## src/rtl/cpu_sequencer_if.sv

```systemverilog
// Memory bus between cpu_sequencer (master) and the 256x8 program/data memory (slave).
// Read data is a combinational function of mem_addr; writes happen on the clock edge ending a store.
interface cpu_sequencer_if;
    logic [7:0] mem_addr;
    logic       mem_write;
    logic [7:0] mem_wdata;
    logic [7:0] mem_rdata;

    modport master (output mem_addr, output mem_write, output mem_wdata, input mem_rdata);
    modport slave  (input mem_addr, input mem_write, input mem_wdata, output mem_rdata);
endinterface

```

## src/rtl/cpu_sequencer.sv

```systemverilog
// Fetch/operand/execute controller for the 8-bit accumulator machine (LDA, LDB, ADD, STR, HALT, NOP).
// Optional single-step gating of FETCH via `define CPU_SEQUENCER_STEP_EN (adds the step input).
module cpu_sequencer (
    input  logic            clk,
    input  logic            reset,
`ifdef CPU_SEQUENCER_STEP_EN
    input  logic            step,
`endif
    input  logic            start,
    cpu_sequencer_if.master mem,
    output logic [7:0]      pc,
    output logic [7:0]      acc_a,
    output logic [7:0]      acc_b,
    output logic            carry,
    output logic            busy,
    output logic            halted
);

    typedef enum logic [2:0] {
        S_IDLE    = 3'd0,
        S_FETCH   = 3'd1,
        S_OPERAND = 3'd2,
        S_EXEC    = 3'd3,
        S_HALTED  = 3'd4
    } state_t;

    localparam logic [2:0] OP_ADD  = 3'b000;
    localparam logic [2:0] OP_LDA  = 3'b010;
    localparam logic [2:0] OP_LDB  = 3'b011;
    localparam logic [2:0] OP_STR  = 3'b100;
    localparam logic [2:0] OP_HALT = 3'b111;

    state_t     state_reg, state_next;
    logic [7:0] pc_reg, pc_next;
    // Only the opcode field of the instruction byte affects behaviour, so only it is kept.
    logic [2:0] op_reg, op_next;
    logic [7:0] opr_reg, opr_next;
    logic [7:0] a_reg, a_next;
    logic [7:0] b_reg, b_next;
    logic       carry_reg, carry_next;
    logic [8:0] sum;
    logic       fetch_go;
    logic [2:0] fetched_op;
    logic       store_active;

`ifdef CPU_SEQUENCER_STEP_EN
    assign fetch_go = step;
`else
    assign fetch_go = 1'b1;
`endif

    assign sum        = {1'b0, a_reg} + {1'b0, b_reg};
    assign fetched_op = mem.mem_rdata[7:5];

    always_ff @(posedge clk or negedge reset) begin
        if (!reset) begin
            state_reg <= S_IDLE;
            pc_reg    <= 8'h00;
            op_reg    <= 3'b000;
            opr_reg   <= 8'h00;
            a_reg     <= 8'h00;
            b_reg     <= 8'h00;
            carry_reg <= 1'b0;
        end else begin
            state_reg <= state_next;
            pc_reg    <= pc_next;
            op_reg    <= op_next;
            opr_reg   <= opr_next;
            a_reg     <= a_next;
            b_reg     <= b_next;
            carry_reg <= carry_next;
        end
    end

    always_comb begin
        state_next = state_reg;
        pc_next    = pc_reg;
        op_next    = op_reg;
        opr_next   = opr_reg;
        a_next     = a_reg;
        b_next     = b_reg;
        carry_next = carry_reg;
        case (state_reg)
            S_IDLE: begin
                if (start) state_next = S_FETCH;
            end
            S_FETCH: begin
                // Decode straight off the memory bus so two-byte ops go to OPERAND without a bubble.
                if (fetch_go) begin
                    op_next = fetched_op;
                    pc_next = pc_reg + 8'd1;
                    if (fetched_op == OP_LDA || fetched_op == OP_LDB || fetched_op == OP_STR)
                        state_next = S_OPERAND;
                    else
                        state_next = S_EXEC;
                end
            end
            S_OPERAND: begin
                opr_next   = mem.mem_rdata;
                pc_next    = pc_reg + 8'd1;
                state_next = S_EXEC;
            end
            S_EXEC: begin
                case (op_reg)
                    OP_LDA:  a_next = opr_reg;
                    OP_LDB:  b_next = opr_reg;
                    OP_ADD:  {carry_next, a_next} = sum;
                    default: ;
                endcase
                state_next = (op_reg == OP_HALT) ? S_HALTED : S_FETCH;
            end
            S_HALTED: state_next = S_HALTED;
            default:  state_next = S_IDLE;
        endcase
    end

    // Bus outputs depend only on registers; the async reset of state_reg kills a pending store at once.
    assign store_active  = (state_reg == S_EXEC) && (op_reg == OP_STR);
    assign mem.mem_write = store_active;
    assign mem.mem_addr  = store_active ? opr_reg : pc_reg;
    assign mem.mem_wdata = a_reg;

    assign pc     = pc_reg;
    assign acc_a  = a_reg;
    assign acc_b  = b_reg;
    assign carry  = carry_reg;
    assign busy   = (state_reg == S_FETCH) || (state_reg == S_OPERAND) || (state_reg == S_EXEC);
    assign halted = (state_reg == S_HALTED);

endmodule

```

## src/flat_wrapper.sv

```systemverilog
// flat-port wrapper written by rule: the top's interface ports become plain ports
module cpu_sequencer_flat 
  (clk, reset, start, pc, acc_a, acc_b, carry, busy, halted, mem_mem_addr, mem_mem_write, mem_mem_wdata, mem_mem_rdata);
  cpu_sequencer_if mem_i ();
  input  logic clk;
  input  logic reset;
  input  logic start;
  output logic [7:0] pc;
  output logic [7:0] acc_a;
  output logic [7:0] acc_b;
  output logic carry;
  output logic busy;
  output logic halted;
  output wire logic [$bits(mem_i.mem_addr)-1:0] mem_mem_addr;
  output wire logic [$bits(mem_i.mem_write)-1:0] mem_mem_write;
  output wire logic [$bits(mem_i.mem_wdata)-1:0] mem_mem_wdata;
  input wire logic [$bits(mem_i.mem_rdata)-1:0] mem_mem_rdata;
  assign mem_mem_addr = mem_i.mem_addr;
  assign mem_mem_write = mem_i.mem_write;
  assign mem_mem_wdata = mem_i.mem_wdata;
  assign mem_i.mem_rdata = mem_mem_rdata;
  cpu_sequencer u_core (.clk(clk), .reset(reset), .start(start), .mem(mem_i), .pc(pc), .acc_a(acc_a), .acc_b(acc_b), .carry(carry), .busy(busy), .halted(halted));
endmodule
```

## config.mk

```make
export PLATFORM = sky130hd
export DESIGN_NAME = cpu_sequencer_flat
export DESIGN_NICKNAME = d
export VERILOG_FILES = /design/src/rtl/cpu_sequencer_if.sv /design/src/rtl/cpu_sequencer.sv /design/src/flat_wrapper.sv
export SDC_FILE = /design/constraint.sdc
export NUM_CORES = 1
export LEC_CHECK = 0
export ABC_AREA = 1
export CAP_MARGIN = 10
export CORE_UTILIZATION = 53
export DETAILED_ROUTE_END_ITERATION = 7
export PLACE_DENSITY = 0.94
export SYNTH_ARGS = -nofsm -noshare
export SYNTH_HDL_FRONTEND = slang
export SYNTH_SLANG_ARGS = --single-unit
```

## constraint.sdc

```tcl
create_clock -name clk -period 4.24 [get_ports clk]
set_clock_uncertainty 0.15 [all_clocks]
set_input_delay 0.848 -clock clk [delete_from_list [all_inputs] [get_ports clk]]
set_output_delay 0.848 -clock clk [all_outputs]
set_load 0.005 [all_outputs]
```

==> metrics, run 1 <==
outcome completed; placed cells 370; cell area after layout 2831 sq um; Seq pwr share 33.0%; cts bufs inserted 5; hold-fix buffers at CTS 0; total power 2.206 mW; layout cells sized above 1 6.728%; Internal 1.256 mW; clock sinks 39; Clock power frac 11.7%; number of max-cap violations 0; FP Rows 23; antenna cells 0; initial antenna violation count 0; clock latency on the worst-skew pair 0.30 ns; Util after Layout 70.28%; Worst R2R Path Depth 10; DP Area 2744 sq um; Post-layout nets 348; normalized max-slew margin 44.24%; arrival time worst endpoint 2.25 ns; post-route antenna net violation count 0; Final Slew Violations 0; worst path required time 3.24 ns; H-tree Lvls 2; CTS max path bufs 2; Vias per Instance 5.273; Setup crit end kind output port; TritonRoute pass-1 iters 4; top_reg_cell synth dfrtp_1; CTS root buf clkbuf_8; combinational share of power 55.3%; die area 4487 sq um; fmax 0.3083 GHz; Die Ht 66.99 microns; TritonCTS clock tree built; Setup crit start kind flop; Post-synth EDFFs 0; Switching Fraction 43.06%; minimum clock period after layout 3.244 ns; Worst-path clk slew 0.07 ns; drt wl/cell 13.50 microns; Syn. warnings 0; Post-Route Setup TNS 0 ns; final period utilization 76.51%; Crit Path Category flop to output port; Post-Route WL 5090 microns; global-route wire length before repair 8335 microns; Psw 950.0 uW; IO Count 55; most common cell after layout, fill and taps aside nand2_1; Initial Util 55.56%; GRT Total Usage 25.40%; Post-Syn Nets 300; Finished Layout Cells 377; Synth async-reset ratio 100.0%; largest net degree at the start of global routing 40; worst slew pin tran 0.8364 ns; Layout area overhead 26.50%; sequential fraction of the synthesis area 43.60%; gr ovfl total 0; global placer's final weighted congestion 0.8424; port buffer count 54; Worst Hold Path Cells 2; Residual DRC 0; LEAKAGE 1.377 nW; final hold violation count 0; DR iter-0 viols 106; VDD IR max 0.5094 mV; vias in the first global route 1,849; commonest non-fill, non-tap cells in the layout 68 x nand2_1, 53 x clkdlybuf4s50_1, 39 x dfrtp_1, 38 x inv_1, 20 x nand3_1; DIE WIDTH 66.99 microns; Hold Crit Class flop to flop; RSZ-0062 raised after global routing false; Worst Path Max Fanout 17; Mapped Area 2238 sq um; HPWL after detailed placement 3781 microns; synthesized area per cell 8.023 sq um; Synth Register Bits 39; Yosys cell types 30; setup violators final 0; via count 1,988; core area 4029 sq um; Post-Synthesis Cells 279; Pwr Density 779.1 nW/um^2; Post-CTS Setup Bufs 0; cts repair resizes 0
cell type report:
| class | count | area (sq um) |
|---|---|---|
| repair buffers | 54 | 535.5 |
| multi-input cells | 186 | 1016 |
| well taps | 50 | 62.56 |
| inverters | 41 | 153.9 |
| clock inverters | 1 | 5.005 |
| fillers | 334 | 1197 |
| clock buffers | 6 | 82.58 |
| flip-flops and latches | 39 | 975.9 |
cells by family after synthesis:
kind of cell	after synthesis	share of synthesized area (%)
XOR/XNOR	6	2.348
flip-flops	39	43.60
adder cells (fa/ha/maj)	10	5.925
buffers and inverters	54	11.01
AND/OR/NAND/NOR	119	24.87
AO/OA/AOI/OAI	51	12.24
per-stage QoR:
stage          hold WS, ns  setup WS (ns)
3_5_place_dp        0.3477          1.303
4_1_cts             0.3647         0.9706
2_1_floorplan       0.3246          2.051
3_3_place_gp        0.3272          1.441
6_report            0.3625         0.9959
5_1_grt             0.3838         0.7999
synth_stat cells (3+ instances only):
cell	number	area share [%]
nor3_1	3	0.67
buf_4	9	3.0
ha_1	9	5.0
nor2_1	16	2.7
o21ai_0	14	3.1
dfrtp_1	39	44
inv_1	38	6.4
a21oi_1	14	3.1
xor2_1	6	2.3
o21ai_1	16	3.6
nand3_1	20	4.5
inv_2	3	0.50
nand2_1	68	11
path summary, 6_finish.rpt:
check,startpoint,endpoint,slack (ns)
setup reg to reg,u_core.acc_a[0],u_core.acc_a[6],2.30
setup / recovery,u_core.op_reg[0],mem_mem_addr[4],1.0
hold / removal,u_core.pc[7],u_core.pc[7],0.36
hold reg to reg,u_core.pc[7],u_core.pc[7],0.36
min in group asynchronous,reset,u_core.acc_a[3],0.49
max in group asynchronous,reset,u_core.state_reg[2],2.91
power by group through the flow:
stage               combinational [mW]  sequential (mW)  clock (mW)
global placement                  1.17            0.717           0
CTS                               1.23            0.724       0.261
floorplan                        0.769            0.693           0
finish                            1.22            0.727       0.258
detailed placement                1.21            0.730           0
global route                      1.38            0.751       0.274
worst max-delay path, stage by stage (launching register included):
cell	delay, ns
dfrtp_1	0.45
inv_1	0.12
nand2_1	0.09
nor3_4	0.52
nand2_1	0.13
o21ai_1	0.12
clkdlybuf4s50_1	0.53
per-layer routing:
layer	wire [microns]	GRT usage [%]
met5	0	0
met4	89	9.043
met3	190	6.849
met2	2628	42.42
met1	2181	31.20
Note: power is estimated with default switching activity, not from simulation.
==> inputs of run 2 (changes only) <==
CORE_UTILIZATION = 49   (was 53)
PLACE_DENSITY = 0.88   (was 0.94)
clock period = 3.1 ns   (was 4.24 ns; I/O delays follow)
==> run 2 against run 1 <==
  * Non-clock buffer count increased by 3
  * Sequential cell count unchanged
  * Setup slack got worse by 0.69 ns
  * Power increased by 42%
  * Critical endpoint is now mem_mem_addr[3]
==> metrics, run 2 (same netlist as run 1, synthesis figures left out) <==
Hold Crit Class primary input to asynchronous set/reset pin; Setup crit end kind output port; Util after Layout 65.87% (-4.4 points); DIE WIDTH 69.59 microns (+3.9%); initial antenna violation count 0 (unchanged); GR Layer Usage met2 38.30% (-4.1 points); DR iter-0 viols 103 (-2.8%); core area 4384 sq um (+8.8%); arrival time worst endpoint 2.02 ns (-0.23 ns); Finished Layout Cells 382 (+1.3%); Pwr Density 1081 nW/um^2 (+39%); cts repair resizes 0 (unchanged); RSZ-0062 raised after global routing false; commonest non-fill, non-tap cells in the layout 68 x nand2_1, 53 x clkdlybuf4s50_1, 39 x dfrtp_1, 38 x inv_1, 20 x nand3_1; port buffer count 54 (unchanged); gr busiest metal met2; worst path required time 2.33 ns (-0.91 ns); GR Util met3 5.378% (-1.5 points); HPWL after detailed placement 3808 microns (+0.71%); setup violators final 0 (unchanged); Post-CTS Setup Bufs 0 (unchanged); LEAKAGE 1.400 nW (+1.6%); cts bufs inserted 5 (unchanged); Worst-path clk slew 0.08 ns (about the same); worst slew pin tran 0.8471 ns (+0.01065 ns); worst-path cell chain inv_2, nand3_4, nor3_4, buf_12, nor2_1, a21oi_1, clkdlybuf4s50_1; normalized max-slew margin 43.53% (-0.71 points); Post-Route WL 5195 microns (+2.1%); Initial Util 51.06% (-4.5 points); Crit Path Category flop to output port; drt wl/cell 13.60 microns (+0.73%); clock sinks 39 (unchanged); vias in the first global route 1,885 (+1.9%); H-tree Lvls 2 (unchanged); largest net degree at the start of global routing 40 (unchanged); Layout area overhead 29.01%; IO Count 55 (unchanged); CTS root buf clkbuf_8; VDD IR max 0.5982 mV (+17%); Max stage delay on crit path 0.52 ns (about the same); met1 Resource Use GR 29.75% (-1.4 points); via count 2,005 (+0.86%); clock latency on the worst-skew pair 0.29 ns (about the same); Post-layout nets 351 (+0.86%); final period utilization 90.05%; fmax 0.3582 GHz; CTS max path bufs 2 (unchanged); Worst path slowest cell clkdlybuf4s50_1; TritonRoute pass-1 iters 4 (unchanged); most common cell after layout, fill and taps aside nand2_1; gr ovfl total 0 (unchanged); number of max-cap violations 0 (unchanged); Vias per Instance 5.249 (-0.46%); FP Rows 24 (+4.3%); global placer's final weighted congestion 0.9032 (+7.2%); global-route wire length before repair 8818 microns (+5.8%); hold-fix buffers at CTS 0 (unchanged); Die Ht 69.59 microns (+3.9%); antenna cells 0 (unchanged); Residual DRC 0 (unchanged); TritonCTS clock tree built; die area 4843 sq um (+7.9%); Worst Path Max Fanout 15 (-2); minimum clock period after layout 2.791 ns; layout cells sized above 1 7.576% (+0.85 points); outcome completed; GRT Total Usage 22.90% (-2.5 points); final hold violation count 0 (unchanged); placed cells 372 (+0.54%); post-route antenna net violation count 0 (unchanged); Setup crit start kind flop; Final Slew Violations 0 (unchanged); Post-Route Setup TNS 0 ns (unchanged)
-- run 2: cell types whose count changed in the layout (fill, tap and decap cells not counted), sizes merged --
cell	previous run	this run
bufinv	0	1
buf	1	4
clkbuf	6	5
clkinv	1	0
clkinvlp	0	1
-- run 2: power by group --
group | internal, mW | total [mW] | switching (mW)
Clock | 0.235 | 0.414 | 0.179
Sequential | 0.735 | 0.994 | 0.259
Combinational | 0.830 | 1.72 | 0.885
Total | 1.80 | 3.12 | 1.32
-- run 2: metrics by stage --
stage / power, mW / worst slack (ns) / hold slack, ns / instance area (sq um)
after detailed placement: 2.678 / 0.3905 / 0.3383 / 2746
after global placement: 2.595 / 0.5334 / 0.3361 / 2746
after floorplan: 1.999 / 1.139 / 0.1744 / 2238
after CTS: 3.104 / 0.04276 / 0.3268 / 2853
after global routing: 3.384 / 0.1875 / 0.3699 / 2888
final: 3.123 / 0.3086 / 0.2851 / 2888
-- run 2: area by class of cell --
cell class / count / area (sq um)
multi-input cells: 186 / 1016
fillers: 371 / 1496
clock buffers: 5 / 68.82
flip-flops and latches: 39 / 975.9
inverters: 41 / 153.9
well taps: 52 / 65.06
clock inverters: 2 / 37.54
repair buffers: 57 / 570.5
-- run 2: final timing paths --
path / startpoint / endpoint / slack [ns] / cells after the start
setup / recovery: u_core.state_reg[2] / mem_mem_addr[3] / 0.31 / 7
hold / removal: reset / u_core.acc_b[5] / 0.29 / 1
setup reg to reg: u_core.acc_a[0] / u_core.acc_a[6] / 1.10 / 10
hold reg to reg: u_core.pc[7] / u_core.pc[7] / 0.35 / 2
max in group asynchronous: reset / u_core.acc_a[4] / 1.98 / 1
min in group clk: u_core.pc[7] / u_core.pc[7] / 0.35 / 2
-- run 2: per-layer routing --
layer	part of all wire (%)	vias up
met4	1.2	0
met5	0	-
li1	-	987
met1	43	930
met2	48	80
met3	7.5	8
-- run 2: worst max-delay path: cells and delay by family, from the launching register on --
family          cells  cell delay [ns]
simple gates        3             0.38
flops               1             0.41
compound gates      1             0.12
buf+inv             3             0.82
==> inputs of run 3 (changes only) <==
MAX_ROUTING_LAYER = met4   (was unset)
RECOVER_POWER = 50   (was unset)
==> run 3 against run 2 <==
  * The run now ends with max-capacitance violations, max-slew violations left
  * Clock power about the same
  * Sequential cell count stayed put
  * Via count decreased by 0.60%
  * Core utilization is 0.57 points lower
  * Critical path type unchanged
  * Largest cell class unchanged
==> metrics, run 3 (same netlist as run 1, synthesis figures left out) <==
Setup crit start kind flop; VDD IR max 0.5885 mV (-1.6%); Vias per Instance 5.217 (-0.60%); drt wl/cell 13.65 microns (+0.40%); CTS root buf clkbuf_8; Critical Path End mem_mem_addr[3]; Residual DRC 0 (unchanged); Layout area overhead 27.89%; CTS max path bufs 2 (unchanged); clock sinks 39 (unchanged); gr ovfl total 0 (unchanged); layout cells sized above 1 5.758% (-1.8 points); RSZ-0062 raised after global routing false; Final Slew Violations 40 (+40); Die Ht 69.59 microns (unchanged); most common cell after layout, fill and taps aside nand2_1; Worst-path clk slew 0.08 ns (about the same); IO Count 55 (unchanged); HPWL after detailed placement 3808 microns (unchanged); H-tree Lvls 2 (unchanged); cts repair resizes 0 (unchanged); worst slew pin tran 2.050 ns (+1.203 ns); worst path required time 2.33 ns (about the same); failing checks max-capacitance violations, max-slew violations; Setup crit end kind output port; number of max-cap violations 1 (+1); DR iter-0 viols 95 (-7.8%); Post-Route WL 5216 microns (+0.40%); largest net degree at the start of global routing 40 (unchanged); arrival time worst endpoint 2.08 ns (+0.06 ns); fmax 0.3507 GHz (-2.1%); Hold Crit Class flop to flop; port buffer count 54 (unchanged); met3 WL 304 microns (-22%); TritonRoute pass-1 iters 4 (unchanged); die area 4843 sq um (unchanged); r2r setup slk 0.90 ns (-0.20 ns); Pwr Density 1082 nW/um^2 (about the same); final period utilization 91.98% (+1.9 points); RR Startpoint u_core.state_reg[2]; normalized max-slew margin -36.69% (-80 points); Crit Path Category flop to output port; minimum clock period after layout 2.851 ns (+0.06003 ns); Post-layout nets 351 (unchanged); cts bufs inserted 5 (unchanged); TritonCTS clock tree built; WL met1 2301 microns (+3.0%); area of the multi-input gates 992.2 sq um (-2.3%); via count 1,993 (-0.60%); FF/Latch Area 975.9 sq um (unchanged); core area 4384 sq um (unchanged); Util after Layout 65.30% (-0.57 points); post-route antenna net violation count 0 (unchanged); Post-Route Setup TNS 0 ns (unchanged); Worst R2R Path Depth 8 (-2); LEAKAGE 1.386 nW (-1.0%); hold-fix buffers at CTS 0 (unchanged); final hold violation count 0 (unchanged); commonest non-fill, non-tap cells in the layout 69 x nand2_1, 53 x clkdlybuf4s50_1, 39 x inv_1, 39 x dfrtp_1, 22 x nand3_1; initial antenna violation count 0 (unchanged); # fillers 377 (+1.6%); CP startpoint u_core.state_reg[2]; Worst Path Max Fanout 15 (unchanged); FP Rows 24 (unchanged); r2r endpoint u_core.pc[7]; global-route wire length before repair 8825 microns (about the same); antenna cells 0 (unchanged); clock latency on the worst-skew pair 0.29 ns (about the same); GRT Total Usage 23.60% (+0.70 points); DIE WIDTH 69.59 microns (unchanged); vias in the first global route 1,876 (-0.48%); met2 WL post-DR 2558 microns (+1.9%); outcome finished with violations; global placer's final weighted congestion 0.9187 (+1.7%); setup violators final 0 (unchanged); top sig layer met4; Initial Util 51.06% (unchanged)
[run 3: power by group]
group	switching [mW]	total (mW)	internal, mW
sequential	0.255	0.990	0.735
combinational	0.877	1.70	0.819
clock	0.176	0.412	0.235
[run 3: per-stage QoR]
step | cells | power, mW | hold slack [ns] | cell area [sq um] | setup slack (ns)
after global placement | 372 | 2.595 | 0.3361 | 2746 | 0.5334
after detailed placement | 372 | 2.678 | 0.3383 | 2746 | 0.3905
final | 382 | 3.098 | 0.3562 | 2863 | 0.2486
after global routing | 382 | 3.358 | 0.4017 | 2863 | 0.1133
after CTS | 379 | 3.104 | 0.3268 | 2853 | 0.04276
after floorplan | 279 | 1.999 | 0.1744 | 2238 | 1.139
[run 3: worst min-delay path by stage]
stage                 startpoint           endpoint  slack (ns)  depth (start not counted)
floorplan                  reset    u_core.acc_a[0]        0.17                          0
global placement    u_core.pc[7]       u_core.pc[7]        0.34                          2
detailed placement  u_core.pc[7]       u_core.pc[7]        0.34                          2
CTS                        reset  u_core.opr_reg[3]        0.33                          1
global route        u_core.pc[7]       u_core.pc[7]        0.40                          2
finish              u_core.pc[7]       u_core.pc[7]        0.36                          2
[run 3: cell type report]
type	instances	share of cell area, %
Multi-Input combinational cell	186	34.66
Sequential cell	39	34.09
Clock inverter	2	1.311
Inverter	41	5.376
Timing Repair Buffer	57	19.89
Clock buffer	5	2.404
Tap cell	52	2.273
[run 3: routing by layer]
metal	track usage (%)	vias to the layer above
met5	-	-
met1	30.13	929
met3	4.797	6
met2	38.40	71
li1	-	987
met4	6.349	0
[run 3: worst max-delay path: stages, from the launching register on]
cell and delay, ns:
dfrtp_1 0.39, inv_1 0.19, nand3_4 0.14, nor3_4 0.22
buf_12 0.16, nor2_1 0.04, a21oi_1 0.12, clkdlybuf4s50_1 0.52
[run 3: timing repair]
action                     CTS  global route
buffers inserted             0             3
setup endpoints to repair    0             8
hold endpoints to repair     0             0
